File: config.mk
export PLATFORM = sky130hd
export DESIGN_NAME = gl2_hpair_avg
export DESIGN_NICKNAME = d
export VERILOG_FILES = /design/src/rtl/gl_stream_pkg.sv /design/src/rtl/gl_out_reg.sv /design/src/rtl/gl2_hpair_avg.sv
export SDC_FILE = /design/constraint.sdc
export NUM_CORES = 1
export LEC_CHECK = 0
export BUFFER_PORTS_ARGS = -buffer_cell sky130_fd_sc_hd__buf_2
export CORE_UTILIZATION = 58
export DETAILED_ROUTE_END_ITERATION = 8
export PLACE_DENSITY = 0.94
export SLEW_MARGIN = 20
export SYNTH_ARGS = -nofsm -noshare
export SYNTH_HDL_FRONTEND = slang
export SYNTH_SLANG_ARGS = --single-unit
File: constraint.sdc
create_clock -name clk -period 4.2 [get_ports clk]
set_input_delay 0.21 -clock clk [delete_from_list [all_inputs] [get_ports clk]]
set_output_delay 0.21 -clock clk [all_outputs]
set_load 0.02 [all_outputs]
File: src/rtl/gl_stream_pkg.sv
// Shared stream definitions for the 2x2 downscaler stages: FSM state, side-band flags, pair averaging.
// Data width is carried by each stage; the averaging helper works on a fixed wide container.
package gl_stream_pkg;

    // Widest pixel any stage may use; callers zero-extend into this and truncate the result back.
    localparam int GL_MAX_W = 16;

    typedef enum logic {
        ST_EVEN = 1'b0,
        ST_ODD  = 1'b1
    } gl_state_e;

    typedef struct packed {
        logic tlast;
        logic tuser;
    } gl_side_t;

    // Sum carries one extra bit, so an all-ones pair stays all-ones instead of wrapping.
    function automatic logic [GL_MAX_W-1:0] avg2(
        input logic [GL_MAX_W-1:0] a,
        input logic [GL_MAX_W-1:0] b,
        input logic                rnd
    );
        logic [GL_MAX_W:0] sum;
        sum = {1'b0, a} + {1'b0, b};
        return sum[GL_MAX_W:1] + {{(GL_MAX_W-1){1'b0}}, rnd & sum[0]};
    endfunction

endpackage

File: src/rtl/gl_out_reg.sv
// One-entry registered output buffer with valid/ready; reusable by any stream stage.
// Latency 1 cycle from load; upstream ready = !valid | downstream ready, data held while stalled.
module gl_out_reg #(
    parameter int W = 8
) (
    input  logic         clk,
    input  logic         rst_n,
    input  logic         load_vld,
    input  logic [W-1:0] load_dat,
    input  logic         out_rdy,
    output logic         out_vld,
    output logic [W-1:0] out_dat,
    output logic         in_rdy
);

    logic         vld_q, vld_d;
    logic [W-1:0] dat_q, dat_d;

    // A load can only arrive when in_rdy was high, so it never overwrites a stalled beat.
    always_comb begin
        vld_d = vld_q;
        dat_d = dat_q;
        if (load_vld) begin
            vld_d = 1'b1;
            dat_d = load_dat;
        end else if (vld_q && out_rdy) begin
            vld_d = 1'b0;
        end
    end

    always_ff @(posedge clk or negedge rst_n) begin
        if (!rst_n) begin
            vld_q <= 1'b0;
            dat_q <= '0;
        end else begin
            vld_q <= vld_d;
            dat_q <= dat_d;
        end
    end

    assign out_vld = vld_q;
    assign out_dat = dat_q;
    assign in_rdy  = !vld_q || out_rdy;

endmodule

File: src/rtl/gl2_hpair_avg.sv
// Horizontal pair averager: merges adjacent pixels of each line into one, halving line width.
// Latency 1 cycle after the odd (or lone end-of-line) pixel; up_ready follows the one-entry output buffer.
module gl2_hpair_avg
    import gl_stream_pkg::*;
#(
    parameter int D_WIDTH = 8,
    parameter int ROUND   = 1
) (
    input  logic               clk,
    input  logic               rst_n,
    input  logic [D_WIDTH-1:0] up_data,
    input  logic               up_valid,
    input  logic               up_tlast,
    input  logic               up_tuser,
    output logic               up_ready,
    output logic [D_WIDTH-1:0] down_data,
    output logic               down_valid,
    output logic               down_tlast,
    output logic               down_tuser,
    input  logic               down_ready,
    output logic               err_resync
);

    typedef struct packed {
        logic [D_WIDTH-1:0] data;
        gl_side_t           side;
    } beat_t;

    gl_state_e          state_q, state_d;
    logic [D_WIDTH-1:0] hold_q, hold_d;
    logic               hold_tuser_q, hold_tuser_d;
    logic               err_resync_q, err_resync_d;
    logic               accept;
    logic               produce;
    logic [D_WIDTH-1:0] pair_avg;
    beat_t              beat_d;
    beat_t              beat_q;

    assign accept   = up_valid && up_ready;
    assign pair_avg = D_WIDTH'(avg2(GL_MAX_W'(hold_q), GL_MAX_W'(up_data), ROUND != 0));

    always_comb begin
        state_d      = state_q;
        hold_d       = hold_q;
        hold_tuser_d = hold_tuser_q;
        err_resync_d = 1'b0;
        produce      = 1'b0;
        beat_d       = '0;
        if (accept) begin
            if (state_q == ST_ODD && !up_tuser) begin
                produce           = 1'b1;
                beat_d.data       = pair_avg;
                beat_d.side.tuser = hold_tuser_q;
                beat_d.side.tlast = up_tlast;
                state_d           = ST_EVEN;
            end else begin
                // A SOF landing on the odd slot abandons the half pair and restarts as an even beat.
                err_resync_d = (state_q == ST_ODD);
                if (up_tlast) begin
                    produce           = 1'b1;
                    beat_d.data       = up_data;
                    beat_d.side.tuser = up_tuser;
                    beat_d.side.tlast = 1'b1;
                    state_d           = ST_EVEN;
                end else begin
                    hold_d       = up_data;
                    hold_tuser_d = up_tuser;
                    state_d      = ST_ODD;
                end
            end
        end
    end

    always_ff @(posedge clk or negedge rst_n) begin
        if (!rst_n) begin
            state_q      <= ST_EVEN;
            hold_q       <= '0;
            hold_tuser_q <= 1'b0;
            err_resync_q <= 1'b0;
        end else begin
            state_q      <= state_d;
            hold_q       <= hold_d;
            hold_tuser_q <= hold_tuser_d;
            err_resync_q <= err_resync_d;
        end
    end

    gl_out_reg #(
        .W($bits(beat_t))
    ) u_out_reg (
        .clk      (clk),
        .rst_n    (rst_n),
        .load_vld (produce),
        .load_dat (beat_d),
        .out_rdy  (down_ready),
        .out_vld  (down_valid),
        .out_dat  (beat_q),
        .in_rdy   (up_ready)
    );

    assign down_data  = beat_q.data;
    assign down_tlast = beat_q.side.tlast;
    assign down_tuser = beat_q.side.tuser;
    assign err_resync = err_resync_q;

endmodule

==> results.sh, run 1 <==
export IMPL_status="complete, no violations"
export IMPL_cpMaxStageDelayCell="fa_1"
export IMPL_rsz0062_at_grt="no"
export IMPL_hold_viol=0
export IMPL_gp_congestion=0.924
export IMPL_min_to="hold_q[7]$_DFFE_PN0P_"
export IMPL_yosysMostFrequentCell="dfrtp_1"
export IMPL_place_ws_ns=1.67
export IMPL_synth_top_cell_area_share=0.400
export IMPL_ioPinCount=27
export IMPL_crit_chain="ha_1, fa_1, xor2_1, ha_1, nor3b_1, nand4_1, xnor2_1, o221ai_1"
export IMPL_crit_path_max_fanout=3
export IMPL_min_path_type="primary input to flip-flop"
export IMPL_rows=17
export IMPL_cp_arrival_ns=2.75
export IMPL_p_per_area_nw_per_um2=552
export IMPL_p_sw_mw=0.361
export IMPL_drive_above_1_share=0.296
export IMPL_max_freq_mhz=388
export IMPL_viasPerCell=6.22
export IMPL_finalClockSkew_ns=0.00767
export IMPL_yosys_area_top_type="dfrtp_1"
export IMPL_reg2reg_depth=8
export IMPL_period_share=0.613
export IMPL_antenna_found_initial=0
export IMPL_drt_total_wl_mm=2.96
export IMPL_coreArea_um2=2230
export IMPL_clockPowerShare=0.139
export IMPL_rr_startpoint="hold_q[0]$_DFFE_PN0P_"
export IMPL_vias=1164
export IMPL_drv_slew=0
export IMPL_grt_pass1_vias=1229
export IMPL_clk_path_buf_depth=2
export IMPL_combPwrFrac=0.516
export IMPL_worstPathRequired_ns=4.38
export IMPL_syn_num_nets=157
export IMPL_r2r_end="u_out_reg.out_dat[8]$_DFFE_PN0P_"
export IMPL_period_needed_ns=2.58
export IMPL_crit_type="flip-flop to flip-flop"
export IMPL_ys_ff_latch=22
export IMPL_die_h_um=50.7
export IMPL_p_seq_frac=0.344
export IMPL_initial_core_util=0.616
export IMPL_diodes=0
export IMPL_fin_cells=187
export IMPL_die_w_um=50.7
export IMPL_finalSetupTns_ns=0
export IMPL_dpl_cell_count=182
export IMPL_yosysSeqAreaShare=0.400
export IMPL_syn_avg_cell_area_um2=10.4
export IMPL_p_sw_frac=0.416
export IMPL_synth_distinct_cells=46
export IMPL_ant_nets=0
export IMPL_synthCells=132
export IMPL_grt_first_pass_wirelength_mm=5.52
export IMPL_hpwlAfterDp_mm=2.27
export IMPL_first_iter_violations=25
export IMPL_relSlewSlack=0.521
export IMPL_area_delta_synth_final_pct=14.5
export IMPL_path_clk_slew_ns=0.13
export IMPL_insertion_delay_ns=0.32
export IMPL_synth_area_leaders="dfrtp_1, ha_1, mux2_2"
export IMPL_drc=0
export IMPL_hp_start="up_data[7]"
export IMPL_cpMostUsedCell="ha_1"
export IMPL_cts_tree="done"
export IMPL_dr_pass1_iters=4
export IMPL_ir_drop_mv=0.280
export IMPL_async_reset_ff_frac=1.00
export IMPL_worstMarginPinSlew_ns=0.718
export IMPL_h_tree_depth=1
export IMPL_yosys_warnings=0
export IMPL_setup_ws_ns=1.62
export IMPL_synth_area_um2=1380
export IMPL_cts_buffers=3
export IMPL_max_stage_delay_ns=0.46
export IMPL_grt_max_degree=23
export IMPL_cap_viol_max_count=0
export IMPL_die_area_um2=2570
export IMPL_wl_per_cell_um=15.8
export IMPL_portBuffers=26
export IMPL_cts_setup_buffers=0
export IMPL_startpoint_type="flip-flop"
export IMPL_regToRegSetupSlack_ns=1.62
export IMPL_cts_root_buf="clkbuf_4"
export IMPL_fin_nets=185
export IMPL_holdPathStages=2
export IMPL_synth_common_cells="dfrtp_1, nand2_1, ha_1"
export IMPL_cp_end_kind="flip-flop"
export IMPL_overflow=0
export IMPL_grt_use_total=0.290
export IMPL_intPower_mw=0.508
export IMPL_leakage_nw=0.745
export IMPL_ys_flop_type="dfrtp_1"
export IMPL_cts_sinks=22
export IMPL_fin_hold_ws_ns=0.132
export IMPL_synth_edf_count=0
export IMPL_finalSetupViolations=0
==> metal layers <==
| layer | track usage | share of wire | up-vias |
|---|---|---|---|
| met2 | 0.504 | 0.50 | 38 |
| li1 | - | - | 546 |
| met4 | 0.162 | 0.027 | 0 |
| met5 | 0 | 0 | - |
| met3 | 0.0273 | 0.032 | 11 |
| met1 | 0.348 | 0.44 | 569 |
==> critical path, delay by kind of cell (launching register included) <==
family                     cells  cell delay (ns)
xor gates and xnor gates       2             0.43
adders and majority gates      3             0.95
AOI/OAI and AO/OA              1             0.13
DFF                            1             0.41
and+or+nand+nor                2             0.51
==> cells by family after synthesis <==
| kind of cell | share of synthesized area |
|---|---|
| simple gates | 0.154 |
| buf+inv | 0.0173 |
| xor+xnor | 0.0437 |
| mux | 0.0810 |
| flops | 0.400 |
| compound gates | 0.198 |
| fa+ha+maj | 0.106 |
==> layout make-up <==
| type | count | area, um^2 |
|---|---|---|
| fillers | 171 | 659 |
| well taps | 28 | 35.0 |
| flip-flops and latches | 22 | 551 |
| multi-input cells | 104 | 805 |
| inverters | 2 | 7.51 |
| repair buffers | 27 | 140 |
| clock buffers | 4 | 36.3 |
==> sequential cells by signal, summed over array words and instances (netlist names) <==
| name | flops |
|---|---|
| state_q | 1 |
| u_out_reg.out_dat | 10 |
| u_out_reg.out_vld | 1 |
| err_resync | 1 |
| hold_tuser_q | 1 |
| hold_q | 8 |
==> power groups by stage <==
stage	logic [mW]	clock network [mW]	registers (mW)
detailed placement	0.439	0	0.304
floorplan	0.292	0	0.340
CTS	0.445	0.123	0.299
global placement	0.414	0	0.300
global route	0.498	0.133	0.306
finish	0.449	0.121	0.299
==> per-stage QoR <==
stage	area (um^2)	power [mW]	util
2_1_floorplan	1380	0.632	-
3_3_place_gp	1520	0.714	0.682
3_5_place_dp	1520	0.743	0.682
4_1_cts	1570	0.867	0.703
5_1_grt	1570	0.937	0.705
6_report	1570	0.869	0.705
==> cell usage in the layout (no fill, tap or decap), types with 2 or more instances in the layout <==
cell,count
buf_2,26
dfrtp_1,22
nand2_1,13
ha_1,10
nor2_1,9
mux2_2,8
o21ai_0,6
nor3_1,4
a21o_1,3
o21a_1,3
a21oi_1,3
xnor2_1,3
a22oi_1,3
clkbuf_4,3
xor2_1,2
nand2b_1,2
and3_1,2
a211oi_1,2
o21ai_2,2
nand4_1,2
inv_1,2
o22ai_1,2
o31ai_1,2
==> worst max path at each step <==
stage | startpoint | endpoint | slack [ns] | cells past startpoint
6_report | hold_q[0]$_DFFE_PN0P_ | u_out_reg.out_dat[8]$_DFFE_PN0P_ | 1.62 | 8
5_1_grt | hold_q[0]$_DFFE_PN0P_ | u_out_reg.out_dat[8]$_DFFE_PN0P_ | 1.41 | 8
4_1_cts | hold_q[0]$_DFFE_PN0P_ | u_out_reg.out_dat[9]$_DFFE_PN0P_ | 1.64 | 8
3_5_place_dp | hold_q[0]$_DFFE_PN0P_ | u_out_reg.out_dat[9]$_DFFE_PN0P_ | 1.67 | 8
3_3_place_gp | hold_q[0]$_DFFE_PN0P_ | u_out_reg.out_dat[8]$_DFFE_PN0P_ | 1.81 | 8
2_1_floorplan | hold_q[0]$_DFFE_PN0P_ | u_out_reg.out_dat[9]$_DFFE_PN0P_ | 1.87 | 8
==> repair_timing <==
action / in CTS / in global routing
resized for setup: 0 / 0
setup endpoints to repair: 0 / 0
hold buffers: 1 / 0
endpoints found under the hold margin: 22 / 0
No activity file was read; power rests on OpenSTA's default activity.
==> inputs of run 2 (changes only) <==
--- a/config.mk
+++ b/config.mk
@@ -6,9 +6,9 @@
 export NUM_CORES = 1
 export LEC_CHECK = 0
 export BUFFER_PORTS_ARGS = -buffer_cell sky130_fd_sc_hd__buf_2
-export CORE_UTILIZATION = 58
+export CORE_UTILIZATION = 54
 export DETAILED_ROUTE_END_ITERATION = 8
-export PLACE_DENSITY = 0.94
+export PLACE_DENSITY = 0.89
 export SLEW_MARGIN = 20
 export SYNTH_ARGS = -nofsm -noshare
 export SYNTH_HDL_FRONTEND = slang
==> constraint.sdc (replaced) <==
create_clock -name clk -period 2.48 [get_ports clk]
set_input_delay 0.124 -clock clk [delete_from_list [all_inputs] [get_ports clk]]
set_output_delay 0.124 -clock clk [all_outputs]
set_load 0.02 [all_outputs]
==> run 2 against run 1 <==
Flip-flop and latch count is the same. Design area grew 3.5%. Cell count grew 1.6%. Largest cell class unchanged. Largest power group unchanged.
==> results.sh, run 2 (synthesis gave the netlist of run 1 again) <==
export IMPL_worstPathRequired_ns=2.76
export IMPL_crit_type="flip-flop to flip-flop"
export IMPL_die_w_um=52.5
export IMPL_cap_viol_max_count=0
export IMPL_largest_reg_flops=10
export IMPL_cts_tree="done"
export IMPL_h_tree_depth=1
export IMPL_coreArea_um2=2300
export IMPL_hp_start="up_data[7]"
export IMPL_gp_congestion=0.946
export IMPL_max_freq_mhz=414
export IMPL_grt_first_pass_wirelength_mm=5.04
export IMPL_grt_pass1_vias=1138
export IMPL_crit_chain="ha_2, fa_2, a211oi_4, o21ai_2, a211oi_2, nand4_1, or4_1, nand3_1"
export IMPL_fin_cells=190
export IMPL_rr_startpoint="hold_q[0]$_DFFE_PN0P_"
export IMPL_area_delta_synth_final_pct=18.5
export IMPL_vias=1174
export IMPL_finalClockSkew_ns=0.0149
export IMPL_die_h_um=52.5
export IMPL_diodes=0
export IMPL_fillers=171
export IMPL_drt_total_wl_mm=3.32
export IMPL_place_ws_ns=-0.0141
export IMPL_grt_max_degree=23
export IMPL_mostFrequentLayoutCell="buf_2"
export IMPL_place_area_um2=1530
export IMPL_worstMarginPinSlew_ns=0.741
export IMPL_final_cell_mix="buf_2, dfrtp_1, nand2_1"
export IMPL_cts_root_buf="clkbuf_4"
export IMPL_crit_path_max_fanout=3
export IMPL_antenna_found_initial=0
export IMPL_relSlewSlack=0.505
export IMPL_clk_path_buf_depth=2
export IMPL_cts_buffers=3
export IMPL_ant_nets=0
export IMPL_setup_ws_ns=0.0638
export IMPL_cpMaxStageDelayCell="or4_1"
export IMPL_drv_slew=0
export IMPL_rows=17
export IMPL_grt_use_total=0.260
export IMPL_cp_arrival_ns=2.70
export IMPL_period_share=0.974
export IMPL_worstSetupPathDepth=8
export IMPL_dpl_cell_count=183
export IMPL_drc=0
export IMPL_first_iter_violations=37
export IMPL_hpwlAfterDp_mm=2.21
export IMPL_wl_per_cell_um=17.5
export IMPL_ir_drop_mv=0.528
export IMPL_path_clk_slew_ns=0.14
export IMPL_ioPinCount=27
export IMPL_min_path_type="primary input to flip-flop"
export IMPL_overflow=0
export IMPL_design_area_um2=1630
export IMPL_holdPathStages=2
export IMPL_crit_buf_inv=0
export IMPL_cts_sinks=22
export IMPL_viasPerCell=6.18
export IMPL_leakage_nw=0.767
export IMPL_setup_worst_path_start="hold_q[0]$_DFFE_PN0P_"
export IMPL_finalSetupViolations=0
export IMPL_status="complete, no violations"
export IMPL_reg2reg_depth=8
export IMPL_startpoint_type="flip-flop"
export IMPL_p_per_area_nw_per_um2=994
export IMPL_cp_end_kind="flip-flop"
export IMPL_dr_pass1_iters=4
export IMPL_power_mw=1.62
export IMPL_hold_viol=0
export IMPL_insertion_delay_ns=0.33
export IMPL_drive_above_1_share=0.327
export IMPL_fin_nets=188
export IMPL_max_stage_delay_ns=0.44
export IMPL_period_needed_ns=2.42
export IMPL_initial_core_util=0.599
export IMPL_rsz0062_at_grt="yes"
export IMPL_portBuffers=26
export IMPL_die_area_um2=2750
export IMPL_critPathTopFamily="simple AND/OR/NAND/NOR gates"
-- run 2: stage by stage --
step,setup TNS (ns),util,hold WS [ns]
after floorplan,0,-,-0.172
after global placement,0,0.667,0.115
after detailed placement,-0.0141,0.667,0.124
after CTS,0,0.702,0.0363
after global routing,-0.0664,0.709,0.0344
final,0,0.709,0.0320
-- run 2: cell type report --
class                      instances  area, um^2  share of cell area
clock buffer                       3        22.5              0.0138
tap                               28        35.0              0.0215
clock inverter                     1        30.0              0.0184
timing repair buffer              30         163              0.0998
inverter                           2        7.51             0.00461
sequential                        22         551               0.338
multi-input combinational        104         821               0.504
-- run 2: where the power goes --
group | switching (mW) | total, mW | internal [mW]
registers | 0.0538 | 0.508 | 0.454
clock network | 0.122 | 0.286 | 0.164
logic | 0.468 | 0.826 | 0.357
total | 0.644 | 1.62 | 0.975
-- run 2: path summary, 6_finish.rpt --
kind                                                         end  slack (ns)
worst min register to register  u_out_reg.out_dat[4]$_DFFE_PN0P_        0.50
worst max register to register  u_out_reg.out_dat[9]$_DFFE_PN0P_        0.06
worst min-delay path                       hold_q[7]$_DFFE_PN0P_        0.03
min in group asynchronous          u_out_reg.out_vld$_DFFE_PN0P_        0.28
worst max-delay path            u_out_reg.out_dat[9]$_DFFE_PN0P_        0.06
max in group asynchronous                  hold_q[6]$_DFFE_PN0P_        1.84
-- run 2: timing repair --
| item | in CTS | in global routing |
|---|---|---|
| hold endpoints to repair | 22 | 0 |
| setup endpoints to repair | 1 | 4 |
| pin swaps | 2 | 1 |
| resized for setup | 1 | 3 |
| hold buffers | 1 | 0 |
| cloned | 0 | 0 |
| buffers inserted | 2 | 0 |
-- run 2: metal layers --
metal  routed length [um]  share of wire  up-vias  GRT usage
li1                     -              -      549          -
met1                 1280           0.39      564      0.283
met2                 1800           0.54       52      0.483
met3                  177          0.053        9     0.0319
met4                   65          0.020        0      0.132
met5                    0              0        -          0
==> inputs of run 3 (changes only) <==
==> constraint.sdc (replaced) <==
create_clock -name clk -period 2.5 [get_ports clk]
set_input_delay 0.125 -clock clk [delete_from_list [all_inputs] [get_ports clk]]
set_output_delay 0.125 -clock clk [all_outputs]
set_load 0.02 [all_outputs]
==> run 3 against run 2 <==
Setup slack gained 0.014 ns. Cell count did not move. Highest routed layer unchanged. First-iteration DRC count fell by 5.4%. Largest power group unchanged.
==> results.sh, run 3 (synthesis gave the netlist of run 1 again) <==
export IMPL_p_sw_frac=0.396
export IMPL_portBuffers=26
export IMPL_cp_end_kind="flip-flop"
export IMPL_final_cell_mix="buf_2, dfrtp_1, nand2_1"
export IMPL_h_tree_depth=1
export IMPL_setup_ws_ns=0.0780
export IMPL_viasPerCell=6.08
export IMPL_finalClockSkew_ns=0.0131
export IMPL_intPower_mw=0.953
export IMPL_place_area_um2=1530
export IMPL_status="complete, no violations"
export IMPL_grt_max_degree=23
export IMPL_rows=17
export IMPL_hpwlAfterDp_mm=2.23
export IMPL_max_stage_delay_ns=0.41
export IMPL_worstMarginPinSlew_ns=0.714
export IMPL_grt_pass1_vias=1093
export IMPL_crit_buf_inv=1
export IMPL_min_to="hold_q[7]$_DFFE_PN0P_"
export IMPL_holdPathStages=2
export IMPL_drive_above_1_share=0.333
export IMPL_diodes=0
export IMPL_fin_nets=188
export IMPL_relSlewSlack=0.523
export IMPL_cts_buffers=3
export IMPL_path_clk_slew_ns=0.15
export IMPL_dr_pass1_iters=4
export IMPL_die_area_um2=2750
export IMPL_die_w_um=52.5
export IMPL_cts_root_buf="clkbuf_4"
export IMPL_cts_sinks=22
export IMPL_design_area_um2=1630
export IMPL_drv_slew=0
export IMPL_regToRegSetupSlack_ns=0.08
export IMPL_hp_start="up_data[7]"
export IMPL_reg2reg_depth=9
export IMPL_finalSetupViolations=0
export IMPL_antenna_found_initial=0
export IMPL_insertion_delay_ns=0.33
export IMPL_crit_type="flip-flop to flip-flop"
export IMPL_period_needed_ns=2.42
export IMPL_crit_path_max_fanout=5
export IMPL_crit_chain="ha_2, fa_2, a211oi_4, nor2_2, xor2_2, buf_4, a21boi_0, nor3_1, o31ai_1"
export IMPL_ioPinCount=27
export IMPL_cap_viol_max_count=0
export IMPL_drt_total_wl_mm=3.02
export IMPL_clk_path_buf_depth=2
export IMPL_mostFrequentLayoutCell="buf_2"
export IMPL_first_iter_violations=35
export IMPL_p_seq_frac=0.318
export IMPL_die_h_um=52.5
export IMPL_grt_use_total=0.256
export IMPL_rr_startpoint="hold_q[0]$_DFFE_PN0P_"
export IMPL_startpoint_type="flip-flop"
export IMPL_cpMaxStageDelayCell="dfrtp_1"
export IMPL_r2r_end="u_out_reg.out_dat[6]$_DFFE_PN0P_"
export IMPL_coreArea_um2=2300
export IMPL_cp_arrival_ns=2.64
export IMPL_fillers=165
export IMPL_ant_nets=0
export IMPL_drc=0
export IMPL_clockPowerShare=0.183
export IMPL_cts_tree="done"
export IMPL_largest_reg_flops=10
export IMPL_max_freq_mhz=413
export IMPL_critPathTopFamily="compound AO/OA/AOI/OAI gates"
export IMPL_wl_per_cell_um=15.9
export IMPL_grt_first_pass_wirelength_mm=4.93
export IMPL_vias=1156
export IMPL_p_sw_mw=0.626
export IMPL_p_per_area_nw_per_um2=972
export IMPL_worstPathRequired_ns=2.72
export IMPL_hold_viol=0
export IMPL_period_share=0.969
export IMPL_combPwrFrac=0.499
export IMPL_initial_core_util=0.599
export IMPL_place_ws_ns=0.0139
export IMPL_leakage_nw=0.766
export IMPL_rsz0062_at_grt="yes"
export IMPL_area_delta_synth_final_pct=18.2
export IMPL_min_path_type="primary input to flip-flop"
export IMPL_overflow=0
export IMPL_ir_drop_mv=0.571
export IMPL_gp_congestion=0.946
[run 3: layer usage]
layer	global-route usage	up-vias	share of wire
li1	-	547	-
met1	0.322	564	0.41
met2	0.432	39	0.52
met3	0.0348	6	0.044
met4	0.110	0	0.023
met5	0	-	0
[run 3: worst max path at each step]
stage	startpoint	end	cells after the start
3_5_place_dp	hold_q[0]$_DFFE_PN0P_	u_out_reg.out_dat[9]$_DFFE_PN0P_	8
5_1_grt	hold_q[0]$_DFFE_PN0P_	u_out_reg.out_dat[9]$_DFFE_PN0P_	8
6_report	hold_q[0]$_DFFE_PN0P_	u_out_reg.out_dat[6]$_DFFE_PN0P_	9
3_3_place_gp	hold_q[0]$_DFFE_PN0P_	u_out_reg.out_dat[9]$_DFFE_PN0P_	8
2_1_floorplan	hold_q[0]$_DFFE_PN0P_	u_out_reg.out_dat[9]$_DFFE_PN0P_	8
4_1_cts	hold_q[0]$_DFFE_PN0P_	u_out_reg.out_dat[9]$_DFFE_PN0P_	8
[run 3: cell type report]
class / instances / area [um^2] / share of cell area
clock buffer: 3 / 22.5 / 0.0139
clock inverter: 1 / 30.0 / 0.0185
inverter: 2 / 7.51 / 0.00462
multi-input combinational: 104 / 817 / 0.503
sequential: 22 / 551 / 0.339
tap: 28 / 35.0 / 0.0216
timing repair buffer: 30 / 163 / 0.100
[run 3: per-stage QoR]
step / util / power, mW / TNS [ns] / hold slack (ns) / std cells
final: 0.708 / 1.58 / 0 / 0.0342 / 190
after global routing: 0.708 / 1.68 / -0.0327 / 0.0332 / 190
after CTS: 0.696 / 1.55 / 0 / 0.0301 / 188
after detailed placement: 0.667 / 1.26 / 0 / 0.125 / 183
after global placement: 0.667 / 1.21 / 0 / 0.116 / 183
after floorplan: - / 1.06 / 0 / -0.171 / 132
[run 3: what timing repair did]
item,CTS,global route
hold buffers,1,0
hold endpoints to repair,22,0
setup buffers,0,2
setup endpoints to repair,2,2
gates resized for setup,1,3
pin swaps,1,5
gates cloned,0,0
[run 3: power groups by stage]
stage	Clock, mW	Sequential, mW	Combinational [mW]
floorplan	0	0.571	0.491
global placement	0	0.503	0.710
detailed placement	0	0.510	0.748
CTS	0.290	0.503	0.762
global route	0.306	0.515	0.861
finish	0.288	0.503	0.788
